## config.mk

```make
export PLATFORM = sky130hd
export DESIGN_NAME = tt_mux_slot_ctrl
export DESIGN_NICKNAME = d
export VERILOG_FILES = /design/src/rtl/tt_mux_pkg.sv /design/src/rtl/tt_mux_rst_seq.sv /design/src/rtl/tt_mux_slot_ctrl.sv
export SDC_FILE = /design/constraint.sdc
export NUM_CORES = 1
export LEC_CHECK = 0
export CAP_MARGIN = 20
export CORE_MARGIN = 2
export CORE_UTILIZATION = 33
export DETAILED_ROUTE_END_ITERATION = 8
export PLACE_DENSITY = 0.87
export SLEW_MARGIN = 25
export SYNTH_ARGS = -nofsm -noshare
export SYNTH_HDL_FRONTEND = slang
export SYNTH_SLANG_ARGS = --single-unit
```

## constraint.sdc

```tcl
create_clock -name clk -period 4.6 [get_ports clk]
set_input_delay 0.69 -clock clk [delete_from_list [all_inputs] [get_ports clk]]
set_output_delay 0.69 -clock clk [all_outputs]
set_load 0.03 [all_outputs]
```

## src/rtl/tt_mux_pkg.sv

```systemverilog
`default_nettype none
// ============================================================================
//  Module  : tt_mux_pkg
//  Brief   : Shared widths, field offsets and slot-FSM state encoding for the
//            multi-project TT pin mux.
//  Revision: 1.0 - initial release
// ============================================================================
package tt_mux_pkg;

    // Flat per-slot packing widths
    localparam int TT_IW_W = 18;
    localparam int TT_OW_W = 24;

    // proj_iw field offsets: {uio_in, ui_in, rst_n, clk}
    localparam int IW_CLK  = 0;
    localparam int IW_RSTN = 1;
    localparam int IW_UI   = 2;
    localparam int IW_UIO  = 10;

    // proj_ow field offsets: {uio_oe, uio_out, uo_out}
    localparam int OW_UO      = 0;
    localparam int OW_UIO_OUT = 8;
    localparam int OW_UIO_OE  = 16;

    // Reset-hold counter width
    localparam int RST_CNT_W = 8;

    // State encodings kept as plain constants so older blocks can compare
    // against raw 2-bit values.
    localparam logic [1:0] c_ST_IDLE       = 2'd0;
    localparam logic [1:0] c_ST_DRAIN      = 2'd1;
    localparam logic [1:0] c_ST_ASSERT_RST = 2'd2;
    localparam logic [1:0] c_ST_RUN        = 2'd3;

    typedef enum logic [1:0] {
        ST_IDLE       = c_ST_IDLE,
        ST_DRAIN      = c_ST_DRAIN,
        ST_ASSERT_RST = c_ST_ASSERT_RST,
        ST_RUN        = c_ST_RUN
    } slot_state_t;

    // Build one slot's input word from its individual fields
    function automatic logic [TT_IW_W-1:0] pack_iw(
        input logic [7:0] uio_in,
        input logic [7:0] ui_in,
        input logic       rst_n,
        input logic       clk_b
    );
        logic [TT_IW_W-1:0] w;
        w              = '0;
        w[IW_CLK]      = clk_b;
        w[IW_RSTN]     = rst_n;
        w[IW_UI +: 8]  = ui_in;
        w[IW_UIO +: 8] = uio_in;
        return w;
    endfunction

endpackage : tt_mux_pkg
`default_nettype wire

```

## src/rtl/tt_mux_rst_seq.sv

```systemverilog
`default_nettype none
// ============================================================================
//  Module  : tt_mux_rst_seq
//  Brief   : Reset-hold counter for a newly selected slot. Cleared by
//            i_start, counts while i_count is high, saturates at the last
//            hold cycle and flags it on o_done.
//  Revision: 1.0 - initial release
// ============================================================================
module tt_mux_rst_seq
    import tt_mux_pkg::*;
#(
    parameter int RST_CYCLES = 4
) (
    input  logic clk,
    input  logic rst,
    input  logic i_start,
    input  logic i_count,
    output logic o_done
);

    localparam logic [RST_CNT_W-1:0] c_LAST = RST_CNT_W'(RST_CYCLES - 1);

    logic [RST_CNT_W-1:0] r_cnt;

    // Hold counter: compared against the last value, never allowed to wrap
    always_ff @(posedge clk) begin
        if (rst || i_start) begin
            r_cnt <= '0;
        end else if (i_count && (r_cnt != c_LAST)) begin
            r_cnt <= r_cnt + 1'b1;
        end
    end

    assign o_done = i_count && (r_cnt == c_LAST);

endmodule : tt_mux_rst_seq
`default_nettype wire

```

## src/rtl/tt_mux_slot_ctrl.sv

```systemverilog
`default_nettype none
// ============================================================================
//  Module  : tt_mux_slot_ctrl
//  Brief   : Routes the shared TT pad set to one of NUM_PROJ project slots.
//            Switching drains the old slot for one cycle, holds the new
//            slot's rst_n low for RST_CYCLES cycles, then runs it.
//  Revision: 1.0 - initial release
// ============================================================================
module tt_mux_slot_ctrl
    import tt_mux_pkg::*;
#(
    parameter int NUM_PROJ   = 4,
    parameter int RST_CYCLES = 4,
    parameter int OUT_REG    = 1,
    localparam int SEL_W     = $clog2(NUM_PROJ + 1)
) (
    input  logic                        clk,
    input  logic                        rst,
    input  logic                        sel_valid,
    input  logic [SEL_W-1:0]            sel_id,
    output logic                        sel_ready,
    input  logic                        pad_clk,
    input  logic                        pad_rst_n,
    input  logic [7:0]                  pad_ui_in,
    input  logic [7:0]                  pad_uio_in,
    output logic [7:0]                  pad_uo_out,
    output logic [7:0]                  pad_uio_out,
    output logic [7:0]                  pad_uio_oe,
    output logic [NUM_PROJ-1:0]         proj_ena,
    output logic [NUM_PROJ*TT_IW_W-1:0] proj_iw,
    input  logic [NUM_PROJ*TT_OW_W-1:0] proj_ow,
    output logic [SEL_W-1:0]            active_id,
    output logic                        busy
);

    localparam logic [SEL_W-1:0] c_NONE = SEL_W'(NUM_PROJ);

    slot_state_t        r_state;
    slot_state_t        w_state_nxt;
    logic [SEL_W-1:0]   r_active_id;
    logic [SEL_W-1:0]   w_active_nxt;
    logic [SEL_W-1:0]   r_target;
    logic [SEL_W-1:0]   w_target_nxt;

    logic               w_accept;
    logic               w_sel_is_slot;
    logic [SEL_W-1:0]   w_sel_clamped;
    logic               w_hold_done;
    logic               w_enter_rst;
    logic               w_slot_live;
    logic               w_rstn_gate;
    logic [TT_OW_W-1:0] w_pad_ow;
    logic [TT_OW_W-1:0] w_pad_q;

    // Reset has priority over any request in the same cycle
    assign sel_ready     = !rst && ((r_state == ST_IDLE) || (r_state == ST_RUN));
    assign w_accept      = sel_valid && sel_ready;
    assign w_sel_is_slot = (sel_id < c_NONE);
    assign w_sel_clamped = w_sel_is_slot ? sel_id : c_NONE;

    // Next-state, owner and pending-target decode
    always_comb begin
        w_state_nxt  = r_state;
        w_active_nxt = r_active_id;
        w_target_nxt = r_target;
        case (r_state)
            ST_IDLE: begin
                if (w_accept && w_sel_is_slot) begin
                    w_state_nxt  = ST_ASSERT_RST;
                    w_active_nxt = sel_id;
                end
            end
            ST_RUN: begin
                if (w_accept) begin
                    w_state_nxt  = ST_DRAIN;
                    w_target_nxt = w_sel_clamped;
                end
            end
            ST_DRAIN: begin
                w_active_nxt = r_target;
                w_state_nxt  = (r_target == c_NONE) ? ST_IDLE : ST_ASSERT_RST;
            end
            ST_ASSERT_RST: begin
                if (w_hold_done) begin
                    w_state_nxt = ST_RUN;
                end
            end
            default: begin
                w_state_nxt = ST_IDLE;
            end
        endcase
    end

    // State, owner and target registers
    always_ff @(posedge clk) begin
        if (rst) begin
            r_state     <= ST_IDLE;
            r_active_id <= c_NONE;
            r_target    <= c_NONE;
        end else begin
            r_state     <= w_state_nxt;
            r_active_id <= w_active_nxt;
            r_target    <= w_target_nxt;
        end
    end

    assign w_enter_rst = (r_state != ST_ASSERT_RST) && (w_state_nxt == ST_ASSERT_RST);

    tt_mux_rst_seq #(
        .RST_CYCLES (RST_CYCLES)
    ) u_rst_seq (
        .clk     (clk),
        .rst     (rst),
        .i_start (w_enter_rst),
        .i_count (r_state == ST_ASSERT_RST),
        .o_done  (w_hold_done)
    );

    // Slot gating uses registered state only, so pad_clk forwarding never
    // sees a combinational FSM glitch.
    assign w_slot_live = (r_state == ST_ASSERT_RST) || (r_state == ST_RUN);
    assign w_rstn_gate = (r_state == ST_RUN) && pad_rst_n;

    for (genvar gi = 0; gi < NUM_PROJ; gi++) begin : g_slot
        logic w_own;
        assign w_own         = w_slot_live && (r_active_id == SEL_W'(gi));
        assign proj_ena[gi]  = w_own;
        assign proj_iw[TT_IW_W*gi +: TT_IW_W] =
            w_own ? pack_iw(pad_uio_in, pad_ui_in, w_rstn_gate, pad_clk) : '0;
    end

    // Return-path select: only the running slot reaches the pads
    always_comb begin
        w_pad_ow = '0;
        for (int i = 0; i < NUM_PROJ; i++) begin
            if ((r_state == ST_RUN) && (r_active_id == SEL_W'(i))) begin
                w_pad_ow = proj_ow[TT_OW_W*i +: TT_OW_W];
            end
        end
    end

    if (OUT_REG != 0) begin : g_out_reg
        logic [TT_OW_W-1:0] r_pad_ow;
        // Registered pad outputs, one cycle behind the state
        always_ff @(posedge clk) begin
            if (rst) begin
                r_pad_ow <= '0;
            end else begin
                r_pad_ow <= w_pad_ow;
            end
        end
        assign w_pad_q = r_pad_ow;
    end else begin : g_out_comb
        assign w_pad_q = w_pad_ow;
    end

    assign pad_uo_out  = w_pad_q[OW_UO      +: 8];
    assign pad_uio_out = w_pad_q[OW_UIO_OUT +: 8];
    assign pad_uio_oe  = w_pad_q[OW_UIO_OE  +: 8];
    assign active_id   = r_active_id;
    assign busy        = (r_state == ST_DRAIN) || (r_state == ST_ASSERT_RST);

endmodule : tt_mux_slot_ctrl
`default_nettype wire

```

==> run summary <==
Outcome = complete, no violations
Internal = 0.0006617 W
Net switching component of the power = 0.0002079 W
Synthesized flop and latch total = 40
Critical Path Fanout Max = 18
Wire length of the first global-routing pass = 15560 um
Number of iterations in the first detailed-routing pass = 4
Period Utilization, post-route = 77.11%
Normalized max-slew margin = 41.29%
Clock network fraction of design power = 36.9%
Initial cell density of the core = 33.77%
Critical path startpoint category = flip-flop
Clock transition at the register clock pins on the worst setup and hold paths after CTS = 0.08 ns
Yosys synthesis warning count = 0
Gp weighted congestion = 0.9803
WP data required = 3.91 ns
Post-layout instance area = 4886 sq um
Largest cells by area after synthesis = sky130_fd_sc_hd__dfxtp_1 (33%), sky130_fd_sc_hd__and2_1 (18%), sky130_fd_sc_hd__a22oi_1 (15%)
Leakage = 1.707 nW
Wire length reported by the detailed router = 10460 um
Number of setup buffers added after CTS = 0
Number of primary I/O pins = 225
Number of antenna violations at the first check in global routing = 0
Critical path type = flip-flop to output port
Remaining design rule violation count = 0
Clock tree from TritonCTS = built
Syn Area/Cell = 8.314 sq um
Area of the mapped netlist = 2436 sq um
Fraction of final layout cells with drive strength greater than 1 = 5.088%
Total number of H-tree levels = 2
Post-cts repair resize count = 0
Placed Cells = 602
Worst vdd ir = 151.3 uV
Area enclosed by the die boundary = 8086 sq um
Nets@finish = 637
Number of clock sinks = 40
Library cell used as clock root buffer = sky130_fd_sc_hd__clkbuf_8
Biggest area consumer among synthesized cells = sky130_fd_sc_hd__dfxtp_1
Total via count in the routed design = 3077
CTS Buffer Depth = 2
WL per Instance = 17.14 um
Num CTS Buffers = 5
Layout overhead on the synthesized area = 100.6%
Slew at the pin with the worst max-slew slack = 0.8758 ns
Kind of end point of the critical path = output port
Number of distinct library cell variants in the gate-level netlist after synthesis = 34
Horiz. Die Dim = 89.92 um
Max_cap viols = 0
Slew Viols, Final = 0
Cell area reported after detailed placement = 4757 sq um
Diode insertion count for antenna repair = 0
Area inside the core boundary = 7214 sq um
Worst R2R Path Depth = 7
Mean number of vias per cell = 5.044
Worst Path Arrival = 2.86 ns
Final HPWL from detailed placement = 8146 um
Commonest cells after routing, fill and taps aside = sky130_fd_sc_hd__clkdlybuf4s50_1 (224), sky130_fd_sc_hd__and2_1 (72), sky130_fd_sc_hd__a22oi_1 (48), sky130_fd_sc_hd__dfxtp_1 (40), sky130_fd_sc_hd__a21oi_1 (29)
Source-to-sink clock delay at the later pin of the worst-skew pair = 0.29 ns
Fillers = 587
Part of the power in registers = 41.2%
Vias in the first global route = 2873
Clock Skews = 0.007588 ns
Hold_buf cts = 0
Part of the Yosys area used for sequential elements = 32.87%
Die extent in y = 89.92 um
Power Density = 178.0 nW/um^2
Hold Path Stages = 2
Final setup vio count = 0
Cells after synthesis = 293
Overflow left after global routing = 0
Minimum clock period after layout = 3.547 ns
Total number of placement rows = 31
Leading cell type in the layout, fill and taps excluded = sky130_fd_sc_hd__clkdlybuf4s50_1
Pre-CTS setup slack = 1.251 ns
Logic pwr share = 21.9%
Switching Fraction = 23.90%
Classification of the worst-slack hold path = flip-flop to flip-flop
Maximum number of pins on one net before global-route repair = 34
Setup slack after layout = 1.053 ns
Final hold violations = 0
Total Routing Usage GR = 24.11%
Count of non-filler cells in the finished layout = 610
Fmax = 281.9 MHz
Iter 0 DRT Violations = 161
ANT nets after route = 0
Syn nets = 420
Setup TNS after final layout = 0 ns
Port bufs = 224
Unrepaired setup endpoints after global routing = false
Proportion of netlist area held by the largest area contributor = 32.87%
-- Yosys cell counts --
master                     instances
sky130_fd_sc_hd__xor2_1            4
sky130_fd_sc_hd__a21oi_1          29
sky130_fd_sc_hd__and3_1            2
sky130_fd_sc_hd__dfxtp_1          40
sky130_fd_sc_hd__a311oi_1          1
sky130_fd_sc_hd__nor2_1           20
sky130_fd_sc_hd__and2_1           72
sky130_fd_sc_hd__nand2_1           9
sky130_fd_sc_hd__xnor2_1           3
sky130_fd_sc_hd__nor3b_1           1
sky130_fd_sc_hd__a221oi_2          1
sky130_fd_sc_hd__a22oi_1          48
sky130_fd_sc_hd__nand4_1           2
sky130_fd_sc_hd__nand3_1           2
sky130_fd_sc_hd__nand3b_1          2
sky130_fd_sc_hd__nor3_2            3
sky130_fd_sc_hd__nor4_2            1
sky130_fd_sc_hd__mux2i_1           5
sky130_fd_sc_hd__o21ai_1           1
sky130_fd_sc_hd__nor3_1            3
sky130_fd_sc_hd__ha_1              7
sky130_fd_sc_hd__a21o_1            1
sky130_fd_sc_hd__buf_4             4
sky130_fd_sc_hd__inv_1             3
sky130_fd_sc_hd__buf_2             7
sky130_fd_sc_hd__a311o_1           1
sky130_fd_sc_hd__nand2b_1          5
sky130_fd_sc_hd__clkbuf_1         10
sky130_fd_sc_hd__a211o_1           1
sky130_fd_sc_hd__o21ai_0           1
sky130_fd_sc_hd__nor4b_1           1
sky130_fd_sc_hd__a21oi_4           1
sky130_fd_sc_hd__mux2_2            1
sky130_fd_sc_hd__nor4b_2           1
-- cells by family after synthesis --
logic type / after synthesis / synth area share [%]
simple gates: 124 / 29.94
mux: 6 / 2.517
fa+ha+maj: 7 / 3.595
flops: 40 / 32.87
compound gates: 85 / 23.88
buf+inv: 24 / 4.674
xor+xnor: 7 / 2.517
-- state kept, by name (all words and copies together), names as in the netlist --
register / cells
active_id: 3
g_out_reg.r_pad_ow: 24
r_state: 2
r_target: 3
u_rst_seq.r_cnt: 8
-- through the flow --
| stage | utilization, % | hold WS, ns | power [W] |
|---|---|---|---|
| finish | 67.72 | 0.4891 | 0.0008696 |
| global placement | 65.94 | 0.4671 | 0.0005527 |
| CTS | 67.69 | 0.4845 | 0.0008784 |
| detailed placement | 65.94 | 0.4734 | 0.0005570 |
| global route | 67.72 | 0.5272 | 0.0009037 |
| floorplan | - | 0.4531 | 0.0004250 |
-- area by class of cell --
| cell class | count | area [sq um] | area share [%] |
|---|---|---|---|
| Clock inverter | 1 | 30.03 | 0.6146 |
| Clock buffer | 7 | 96.34 | 1.972 |
| Multi-Input combinational cell | 229 | 1529 | 31.29 |
| Sequential cell | 40 | 800.8 | 16.39 |
| Tap cell | 99 | 123.9 | 2.535 |
| Inverter | 3 | 11.26 | 0.2305 |
| Timing Repair Buffer | 231 | 2295 | 46.97 |
-- worst max-delay path, stage by stage (launching register included) --
cell	delay [ns]
sky130_fd_sc_hd__dfxtp_1	0.35
sky130_fd_sc_hd__inv_1	0.18
sky130_fd_sc_hd__ha_1	0.34
sky130_fd_sc_hd__nor2_1	0.12
sky130_fd_sc_hd__nor3_2	0.68
sky130_fd_sc_hd__and2_1	0.22
sky130_fd_sc_hd__clkdlybuf4s50_1	0.68
-- power groups by stage --
stage                     logic [W]  clock network [W]  registers, W
final                      0.000191           0.000321      0.000358
after global routing       0.000206           0.000339      0.000359
after CTS                  0.000192           0.000329      0.000358
after detailed placement   0.000191                  0      0.000366
after global placement     0.000187                  0      0.000366
after floorplan           0.0000585                  0      0.000367
-- per-layer routing --
layer / global-route usage (%) / up-vias / wire, um / part of all wire (%)
met2: 45.08 / 161 / 5397 / 52
met5: 0 / - / 0 / 0
met4: 9.744 / 0 / 308 / 2.9
li1: - / 1470 / - / -
met1: 27.08 / 1423 / 4077 / 39
met3: 4.023 / 23 / 673 / 6.4
-- final timing paths --
path | to | startpoint | slack, ns
min | u_rst_seq.r_cnt[1] | u_rst_seq.r_cnt[1] | 0.49
max | proj_iw[29] | r_state[0] | 1.05
max reg2reg | u_rst_seq.r_cnt[0] | r_state[0] | 2.33
min reg2reg | u_rst_seq.r_cnt[1] | u_rst_seq.r_cnt[1] | 0.49
Power figures use the tool's default switching activity.
